==> config.mk <==
export PLATFORM = sky130hd
export DESIGN_NAME = fir_out_decim_sat
export DESIGN_NICKNAME = d
export VERILOG_FILES = /design/src/rtl/fir_out_pkg.sv /design/src/rtl/sync_fifo.sv /design/src/rtl/fir_out_decim_sat.sv
export SDC_FILE = /design/constraint.sdc
export NUM_CORES = 1
export LEC_CHECK = 0
export ABC_CLOCK_PERIOD_IN_PS = 3540
export CAP_MARGIN = 20
export CORE_MARGIN = 2
export CORE_UTILIZATION = 45
export DETAILED_ROUTE_END_ITERATION = 10
export GPL_TIMING_DRIVEN = 0
export PLACE_DENSITY = 0.77
export SLEW_MARGIN = 30
export SYNTH_ARGS = -nofsm -noshare
export SYNTH_HDL_FRONTEND = slang
export SYNTH_HIERARCHICAL = 1
export SYNTH_SLANG_ARGS = --single-unit
==> constraint.sdc <==
create_clock -name clk -period 3.54 [get_ports clk]
set_input_delay 0.531 -clock clk [delete_from_list [all_inputs] [get_ports clk]]
set_output_delay 0.531 -clock clk [all_outputs]
set_load 0.01 [all_outputs]
==> src/rtl/fir_out_pkg.sv <==
// Shared constants and helpers for the FIR output decimate/round/saturate stage.
package fir_out_pkg;

    localparam int DROP_CNT_W = 8;

    function automatic int clog2(input int value);
        int result;
        result = 0;
        for (int i = 0; i < 31; i++) begin
            if ((1 << i) < value) begin
                result = i + 1;
            end
        end
        return result;
    endfunction

    function automatic logic [63:0] sat_max(input int width);
        return (64'd1 << width) - 64'd1;
    endfunction

endpackage

==> src/rtl/sync_fifo.sv <==
// Single-clock FIFO with registered storage; dout is the head entry, read combinationally.
module sync_fifo
    import fir_out_pkg::*;
#(
    parameter int DATA_WIDTH = 16,
    parameter int DEPTH      = 4
) (
    input  logic                  clk,
    input  logic                  reset,
    input  logic                  push,
    input  logic                  pop,
    input  logic [DATA_WIDTH-1:0] din,
    output logic [DATA_WIDTH-1:0] dout,
    output logic                  full,
    output logic                  empty
);

    localparam int AW = clog2(DEPTH);

    logic [DATA_WIDTH-1:0] mem_q [DEPTH];
    logic [DATA_WIDTH-1:0] mem_d [DEPTH];
    logic [AW-1:0]         wr_ptr_q, wr_ptr_d;
    logic [AW-1:0]         rd_ptr_q, rd_ptr_d;
    logic [AW:0]           count_q, count_d;
    logic                  do_push, do_pop;

    assign full  = (count_q == (AW+1)'(DEPTH));
    assign empty = (count_q == '0);
    assign dout  = mem_q[rd_ptr_q];

    // A push into a full FIFO is only honoured when the head leaves in the same cycle.
    always_comb begin
        do_pop   = pop && !empty;
        do_push  = push && (!full || do_pop);
        mem_d    = mem_q;
        wr_ptr_d = wr_ptr_q;
        rd_ptr_d = rd_ptr_q;
        count_d  = count_q;
        if (do_push) begin
            mem_d[wr_ptr_q] = din;
            wr_ptr_d        = wr_ptr_q + AW'(1);
        end
        if (do_pop) begin
            rd_ptr_d = rd_ptr_q + AW'(1);
        end
        case ({do_push, do_pop})
            2'b10:   count_d = count_q + (AW+1)'(1);
            2'b01:   count_d = count_q - (AW+1)'(1);
            default: count_d = count_q;
        endcase
    end

    always_ff @(posedge clk or negedge reset) begin
        if (!reset) begin
            for (int i = 0; i < DEPTH; i++) begin
                mem_q[i] <= '0;
            end
            wr_ptr_q <= '0;
            rd_ptr_q <= '0;
            count_q  <= '0;
        end else begin
            mem_q    <= mem_d;
            wr_ptr_q <= wr_ptr_d;
            rd_ptr_q <= rd_ptr_d;
            count_q  <= count_d;
        end
    end

endmodule

==> src/rtl/fir_out_decim_sat.sv <==
// Decimates FIR output, round-half-up scales and saturates it, then buffers behind valid/ready.
module fir_out_decim_sat
    import fir_out_pkg::*;
#(
    parameter int IN_WIDTH   = 28,
    parameter int OUT_WIDTH  = 16,
    parameter int SHIFT      = 8,
    parameter int DECIM      = 2,
    parameter int FIFO_DEPTH = 4
) (
    input  logic                  clk,
    input  logic                  reset,
    input  logic                  in_valid,
    input  logic [IN_WIDTH-1:0]   y,
    output logic [OUT_WIDTH-1:0]  out_data,
    output logic                  out_valid,
    input  logic                  out_ready,
    output logic                  sat_sticky,
    input  logic                  clear_sat,
    output logic [DROP_CNT_W-1:0] drop_count
);

    localparam int              PH_W    = (DECIM > 1) ? clog2(DECIM) : 1;
    localparam logic [PH_W-1:0] PH_LAST = PH_W'(DECIM - 1);
    localparam int              SW      = IN_WIDTH + 1;
    // Half an output LSB; collapses to zero when SHIFT is 0.
    localparam logic [SW-1:0]   RND     = (SW'(1) << SHIFT) >> 1;
    localparam logic [63:0]     SAT_MAX = sat_max(OUT_WIDTH);

    logic [PH_W-1:0]       phase_q, phase_d;
    logic                  s1_valid_q, s1_valid_d;
    logic [OUT_WIDTH-1:0]  s1_data_q, s1_data_d;
    logic                  sat_sticky_q, sat_sticky_d;
    logic [DROP_CNT_W-1:0] drop_count_q, drop_count_d;

    logic                  keep;
    logic [SW-1:0]         sum;
    logic [SW-1:0]         scaled;
    logic                  sat_hit;
    logic [OUT_WIDTH-1:0]  result;
    logic                  fifo_full, fifo_empty;
    logic                  push, pop, drop;

    always_comb begin
        keep    = in_valid && (phase_q == '0);
        phase_d = phase_q;
        if (in_valid) begin
            phase_d = (phase_q == PH_LAST) ? '0 : phase_q + PH_W'(1);
        end

        sum     = {1'b0, y} + RND;
        scaled  = sum >> SHIFT;
        sat_hit = 64'(scaled) > SAT_MAX;
        result  = sat_hit ? OUT_WIDTH'(SAT_MAX) : OUT_WIDTH'(scaled);

        s1_valid_d = keep;
        s1_data_d  = keep ? result : s1_data_q;

        sat_sticky_d = sat_sticky_q;
        if (clear_sat) begin
            sat_sticky_d = 1'b0;
        end
        if (keep && sat_hit) begin
            sat_sticky_d = 1'b1;
        end

        // The FIR cannot stall, so a stage-1 sample with nowhere to go is discarded.
        pop  = !fifo_empty && out_ready;
        push = s1_valid_q && (!fifo_full || pop);
        drop = s1_valid_q && fifo_full && !pop;

        drop_count_d = drop_count_q;
        if (drop && (drop_count_q != '1)) begin
            drop_count_d = drop_count_q + DROP_CNT_W'(1);
        end
    end

    always_ff @(posedge clk or negedge reset) begin
        if (!reset) begin
            phase_q      <= '0;
            s1_valid_q   <= 1'b0;
            s1_data_q    <= '0;
            sat_sticky_q <= 1'b0;
            drop_count_q <= '0;
        end else begin
            phase_q      <= phase_d;
            s1_valid_q   <= s1_valid_d;
            s1_data_q    <= s1_data_d;
            sat_sticky_q <= sat_sticky_d;
            drop_count_q <= drop_count_d;
        end
    end

    sync_fifo #(
        .DATA_WIDTH(OUT_WIDTH),
        .DEPTH     (FIFO_DEPTH)
    ) u_fifo (
        .clk  (clk),
        .reset(reset),
        .push (push),
        .pop  (pop),
        .din  (s1_data_q),
        .dout (out_data),
        .full (fifo_full),
        .empty(fifo_empty)
    );

    assign out_valid  = !fifo_empty;
    assign sat_sticky = sat_sticky_q;
    assign drop_count = drop_count_q;

endmodule
; Word level (Yosys, flattened, before mapping)
; Index checks and enable logic that the tools add are counted.
[word_totals]
ff_bits = 98
out_inout_bits = 26
[classes]
add_sub_neg = 7
magnitude_cmp = 4
eq_ne = 4
muxes = 11
bitwise = 3
reduce_logical = 18
[ops]
columns = op, count
row1 = $bwmux W64, 1
row2 = $mux W16, 4
row3 = $bmux W16 S2, 1
row4 = $demux W16 S2, 1
row5 = $add A28 B8 Y29 const B, 1
row6 = $gt A21 B16 Y1 const B, 1
row7 = $logic_and A1 B1 Y1, 10
row8 = $add A8 B1 Y8 const B, 1
row9 = $ne A8 B8 Y1 const B, 1
row10 = $ge A3 B3 Y1 const B, 2
row11 = $not A2 Y3, 2
row12 = $pmux W3 S2, 1
row13 = $add A2 B1 Y2 const B, 2
row14 = $reduce_bool A2 Y1, 2
row15 = $add A3 B1 Y3 const B, 1
row16 = $eq A3 B3 Y1 const B, 1
row17 = $logic_not A1 Y1, 3
row18 = $logic_not A3 Y1, 1
row19 = $lt A3 B1 Y1 const B, 1
row20 = $mux W1, 3
row21 = $sub A3 B1 Y3 const B, 1
row22 = $eq A2 B1 Y1 const B, 1
row23 = $eq A2 B2 Y1 const B, 1
row24 = $logic_or A1 B1 Y1, 2
row25 = 2 further kinds, 2

; Longest topological paths before layout
[depth]
depth_word = 8
ltp_mapped = 11
mapped_depth_nobuf = 11

; Cells and area by module
; Netlist, hierarchy kept.
[modules_own_cells]
columns = module, instances, cells_each, area_per_inst_um2
row1 = sync_fifo, 1, 193, 3194.3
row2 = fir_out_decim_sat, 1, 142, 1412.6

; Worst setup path before layout
; Ideal clock, no wire load.
[synth_timing]
path_kind = flip-flop to flip-flop
start = register u_fifo.count_q[0]
end = register u_fifo.count_q[2]
setup_time_ps = 79
arrival_ps = 2401
t_required_ps = 3461
slack_ps = 1060
stages_incl_launch_ff = 12
n_path_buf = 0
period_less_slack_ps = 2480
cell_sequence = dfrtp_1 > nor3_1 > nand2b_1 > inv_1 > nor4b_4 > nand2b_1 > ha_1 > inv_1 > fa_1 > xor2_1 > nor2_1 > xor2_1
[synth_via]
elab_chain_cells = 8
[synth_rtl]
columns = element, line_no
row1 = "start, declared", sync_fifo.sv:24  ; logic [AW:0] count_q, count_d;
row2 = "start signal, assigned", sync_fifo.sv:65  ; count_q <= count_d;
row3 = $logic_not A3 Y1 (*), sync_fifo.sv:28  ; assign empty = (count_q == '0);
row4 = via fifo_empty, fir_out_decim_sat.sv:41  ; logic fifo_full, fifo_empty;
row5 = $logic_not A1 Y1 (*), fir_out_decim_sat.sv:68  ; pop = !fifo_empty && out_ready;
row6 = $logic_and A1 B1 Y1 (*), fir_out_decim_sat.sv:68
row7 = via pop, fir_out_decim_sat.sv:42  ; logic push, pop, drop;
row8 = $logic_or A1 B1 Y1 / $logic_and A1 B1 Y1 (equally long branches), "fir_out_decim_sat.sv:69, sync_fifo.sv:33"
row9 = $logic_and A1 B1 Y1 / $logic_or A1 B1 Y1 (equally long branches), "fir_out_decim_sat.sv:69, sync_fifo.sv:34"
row10 = $logic_and A1 B1 Y1, sync_fifo.sv:34  ; do_push = push && (!full || do_pop);
row11 = $eq A2 B1 Y1 / $eq A2 B2 Y1 (equally long branches), sync_fifo.sv:46  ; case ({do_push, do_pop})
row12 = $pmux W3 S2 / $reduce_bool A2 Y1 (equally long branches), -
; The timed path passes the listed nets; every way through them passes the cells marked *.
; A chain may end at the register's enable or synchronous reset.

; Worst setup path after layout
[layout_timing]
start = register u_fifo.rd_ptr_q[1]
end = output out_data[4]
[layout_via]
elab_chain_cells = 4
[layout_rtl]
columns = element, line_no
row1 = "start, declared", sync_fifo.sv:23  ; logic [AW-1:0] rd_ptr_q, rd_ptr_d;
row2 = "start signal, assigned", sync_fifo.sv:64  ; rd_ptr_q <= rd_ptr_d;
row3 = $not A2 Y3 (not written as such), sync_fifo.sv:29  ; assign dout = mem_q[rd_ptr_q];
row4 = $bmux W16 S2, sync_fifo.sv:29
row5 = $mux W16 (not written as such) (2 in a row), sync_fifo.sv:29
row6 = "end, declared", fir_out_decim_sat.sv:15  ; output logic [OUT_WIDTH-1:0] out_data,
; No other way between the ends. The select of a mux whose other input is x is not followed.

==> run summary <==
Core ar.: 9860 µm²
Die ar.: 11100 µm²
Initial antenna violation count: 0
Syn Nets: 376
Drt initial violations: 119
CP required: 3.01 ns
CTS Root Cell: clkbuf_8
Top delay family on crit path: buffers and inverters
TritonCTS clock tree: done
Post-synth top area cell: dfrtp_1
Switch share: 0.318
Hold buffer count at cts: 0
# port buffers: 51
Asr flop ratio synth: 1.00
Commonest non-fill, non-tap cell in the layout: dfrtp_1
Ys flop type: dfrtp_1
Met2 WL: 4.31 mm
Post-synthesis area per instance: 13.8 µm²
Vias: 2780
Drt drc: 0
Final WL: 8.46 mm
Die Y: 105 µm
All-Layer GR Usage: 0.165
Worst-Skew Late Latency: 0.36 ns
I/O pin count: 59
HPWL after DPL: 6.19 mm
Routed length per instance: 15.8 µm
Vias in the first global route: 2950
Clock Tree Buf Depth: 2
Crit path kind: reg2out
Critical Path, Cell by Cell: clkbuf_1 -> buf_2 -> mux4_2 -> clkdlybuf4s50_1
Largest net degree at the start of global routing: 66
Seq cells post-synth: 98
Worst Setup SP: u_fifo/rd_ptr_q[1]
Worst Tran Pin Value: 0.624 ns
Levels on crit path: 4
Combinational fraction of design power: 0.378
Post-Syn Area: 4610 µm²
Global-route wire length before repair: 14.3 mm
Top post-synthesis cells by area: dfrtp_1 53%, mux2_2 16%, mux4_2 7.8%, xor2_1 3.2%, xnor2_1 2.3%
Run status: finished, final reports clean
Hold crit path type: in2async
Met3 WL: 231 µm
Remaining antenna violation count: 0
Cell Area, Placed: 5310 µm²
Clock skew: 0.0124 ns
Final setup viols: 0
H-tree levels: 3
RSZ-0062 raised after global routing: false
Maximum VDD drop: 0.249 mV
Crit-path slowest cell: clkbuf_1
Reg-to-reg startpoint: u_fifo/count_q[0]
Resize count post-CTS: 0
Fillers: 831
Starting Density: 0.467
Post-CTS Setup Inserts: 0
Detail-routed via count per cell: 5.19
Synth cell types: 35
Placement Setup Slack: 0.612 ns
Pwr dens: 713 nW/µm²
Clock power frac: 0.188
Num rows: 36
CP Launch Type: register
Final setup margin: 0.554 ns
Layout cell share with drive strength beyond 1: 0.295
EDFF count, synth: 0
Crit end category: output port
Design area: 5520 µm²
Sw Pwr: 1.25 mW
Final Util: 0.560
Initial DRT Pass Iterations: 4
M1 WL: 3.87 mm
Post-Synthesis Cells: 335
FMAX: 335 MHz
Nets: 439
Fin crit share: 0.844
Synth top area share: 0.532
Number of max-cap violations: 0
Total internal power: 2.69 mW
Max_slew headroom: 0.584
R2R cell count: 11
Seq/Total Area, Yosys: 0.532
Crit path DAT: 2.46 ns
Critical path buffers and inverters: 3
Most frequent cells in the layout: 98 x dfrtp_1, 66 x mux2_2, 50 x clkdlybuf4s50_1
Design Power: 3.94 mW
Top sig layer: met4
Area growth syn-to-layout: 19.9%
Clk sink count: 98
Leak Pwr: 1.97 nW
Placer congestion estimate: 0.723
Final hold vios: 0
Die width: 105 µm
Worst stage delay on the critical path: 0.49 ns
Yosys warnings: 6
Reg clk slew, reported paths: 0.10 ns
Clock buffer count from CTS: 9
Flop pwr share: 0.435
Post-route minimum period: 2.99 ns
ANT cells: 0
Remaining Overflow, GRT: 0
Slew Viols, Final: 0
Max Fanout on Critical Path: 10
-- worst reg2reg max path: cells and delay by family, from the launching register on --
| kind | cells | cell delay [ns] |
|---|---|---|
| xor gates and xnor gates | 2 | 0.30 |
| adders and majority gates | 2 | 0.58 |
| buffers and inverters | 2 | 0.15 |
| DFF | 1 | 0.47 |
| and+or+nand+nor | 5 | 1.15 |
-- layout make-up --
| cell class | count | area (µm²) | area share |
|---|---|---|---|
| Multi-Input combinational cell | 212 | 2020 | 0.365 |
| Inverter | 11 | 41.3 | 0.00748 |
| Clock buffer | 9 | 124 | 0.0224 |
| Clock inverter | 7 | 86.3 | 0.0156 |
| Tap cell | 133 | 166 | 0.0301 |
| Sequential cell | 98 | 2450 | 0.444 |
| Timing Repair Buffer | 52 | 539 | 0.0976 |
| Buffer | 14 | 95.1 | 0.0172 |
-- Yosys cell counts (2+ instances only) --
| master | number |
|---|---|
| dfrtp_1 | 98 |
| mux2_2 | 66 |
| nor2_1 | 22 |
| xor2_1 | 17 |
| mux4_2 | 16 |
| a31oi_1 | 15 |
| xnor2_1 | 12 |
| inv_1 | 11 |
| nand2_1 | 10 |
| nand3_1 | 10 |
| ha_1 | 7 |
| nand4_1 | 6 |
| buf_6 | 5 |
| clkbuf_1 | 5 |
| and3_1 | 4 |
| nor2_2 | 4 |
| buf_2 | 3 |
| nand2b_1 | 3 |
| nor3_1 | 3 |
| and2_1 | 2 |
| and4_1 | 2 |
-- per-layer routing --
metal | up-vias | global-route usage
met3 | 4 | 0.0299
met4 | 0 | 0.0543
met1 | 1394 | 0.214
met2 | 51 | 0.278
met5 | - | 0
li1 | 1331 | -
-- power groups by stage --
stage	sequential (mW)	clock, mW	combinational [mW]
2_1_floorplan	1.66	0	0.998
3_3_place_gp	1.70	0	1.46
3_5_place_dp	1.73	0	1.51
4_1_cts	1.71	0.765	1.51
5_1_grt	1.76	0.813	1.61
6_report	1.71	0.739	1.49
-- metrics by stage --
step	setup TNS (ns)	hold slack [ns]	instances
after CTS	0	0.0400	536
after global routing	0	0.0484	536
after floorplan	0	0.235	335
after detailed placement	0	0.446	520
final	0	0.0450	536
after global placement	-143.15	0.479	519
-- cell families after synthesis --
kind of cell    share of synthesized area
flops                               0.532
mux                                 0.245
simple gates                       0.0845
xor+xnor                           0.0551
buf+inv                            0.0296
compound gates                     0.0304
fa+ha+maj                          0.0234
-- final timing paths --
check	end	slack [ns]
setup / recovery	out_data[4]	0.55
hold / removal	u_fifo/mem_q[48]	0.05
setup reg to reg	u_fifo/count_q[2]	0.84
hold reg to reg	drop_count[7]	0.50
max in group asynchronous	s1_data_q[5]	2.89
min in group clk	drop_count[7]	0.50
-- state kept, by name (all words and copies together), names as in the netlist --
register         cells
drop_count           8
phase_q              1
s1_data_q           16
s1_valid_q           1
sat_sticky           1
u_fifo/count_q       3
u_fifo/mem_q        64
u_fifo/rd_ptr_q      2
u_fifo/wr_ptr_q      2
(Power assumes the default switching activity.)
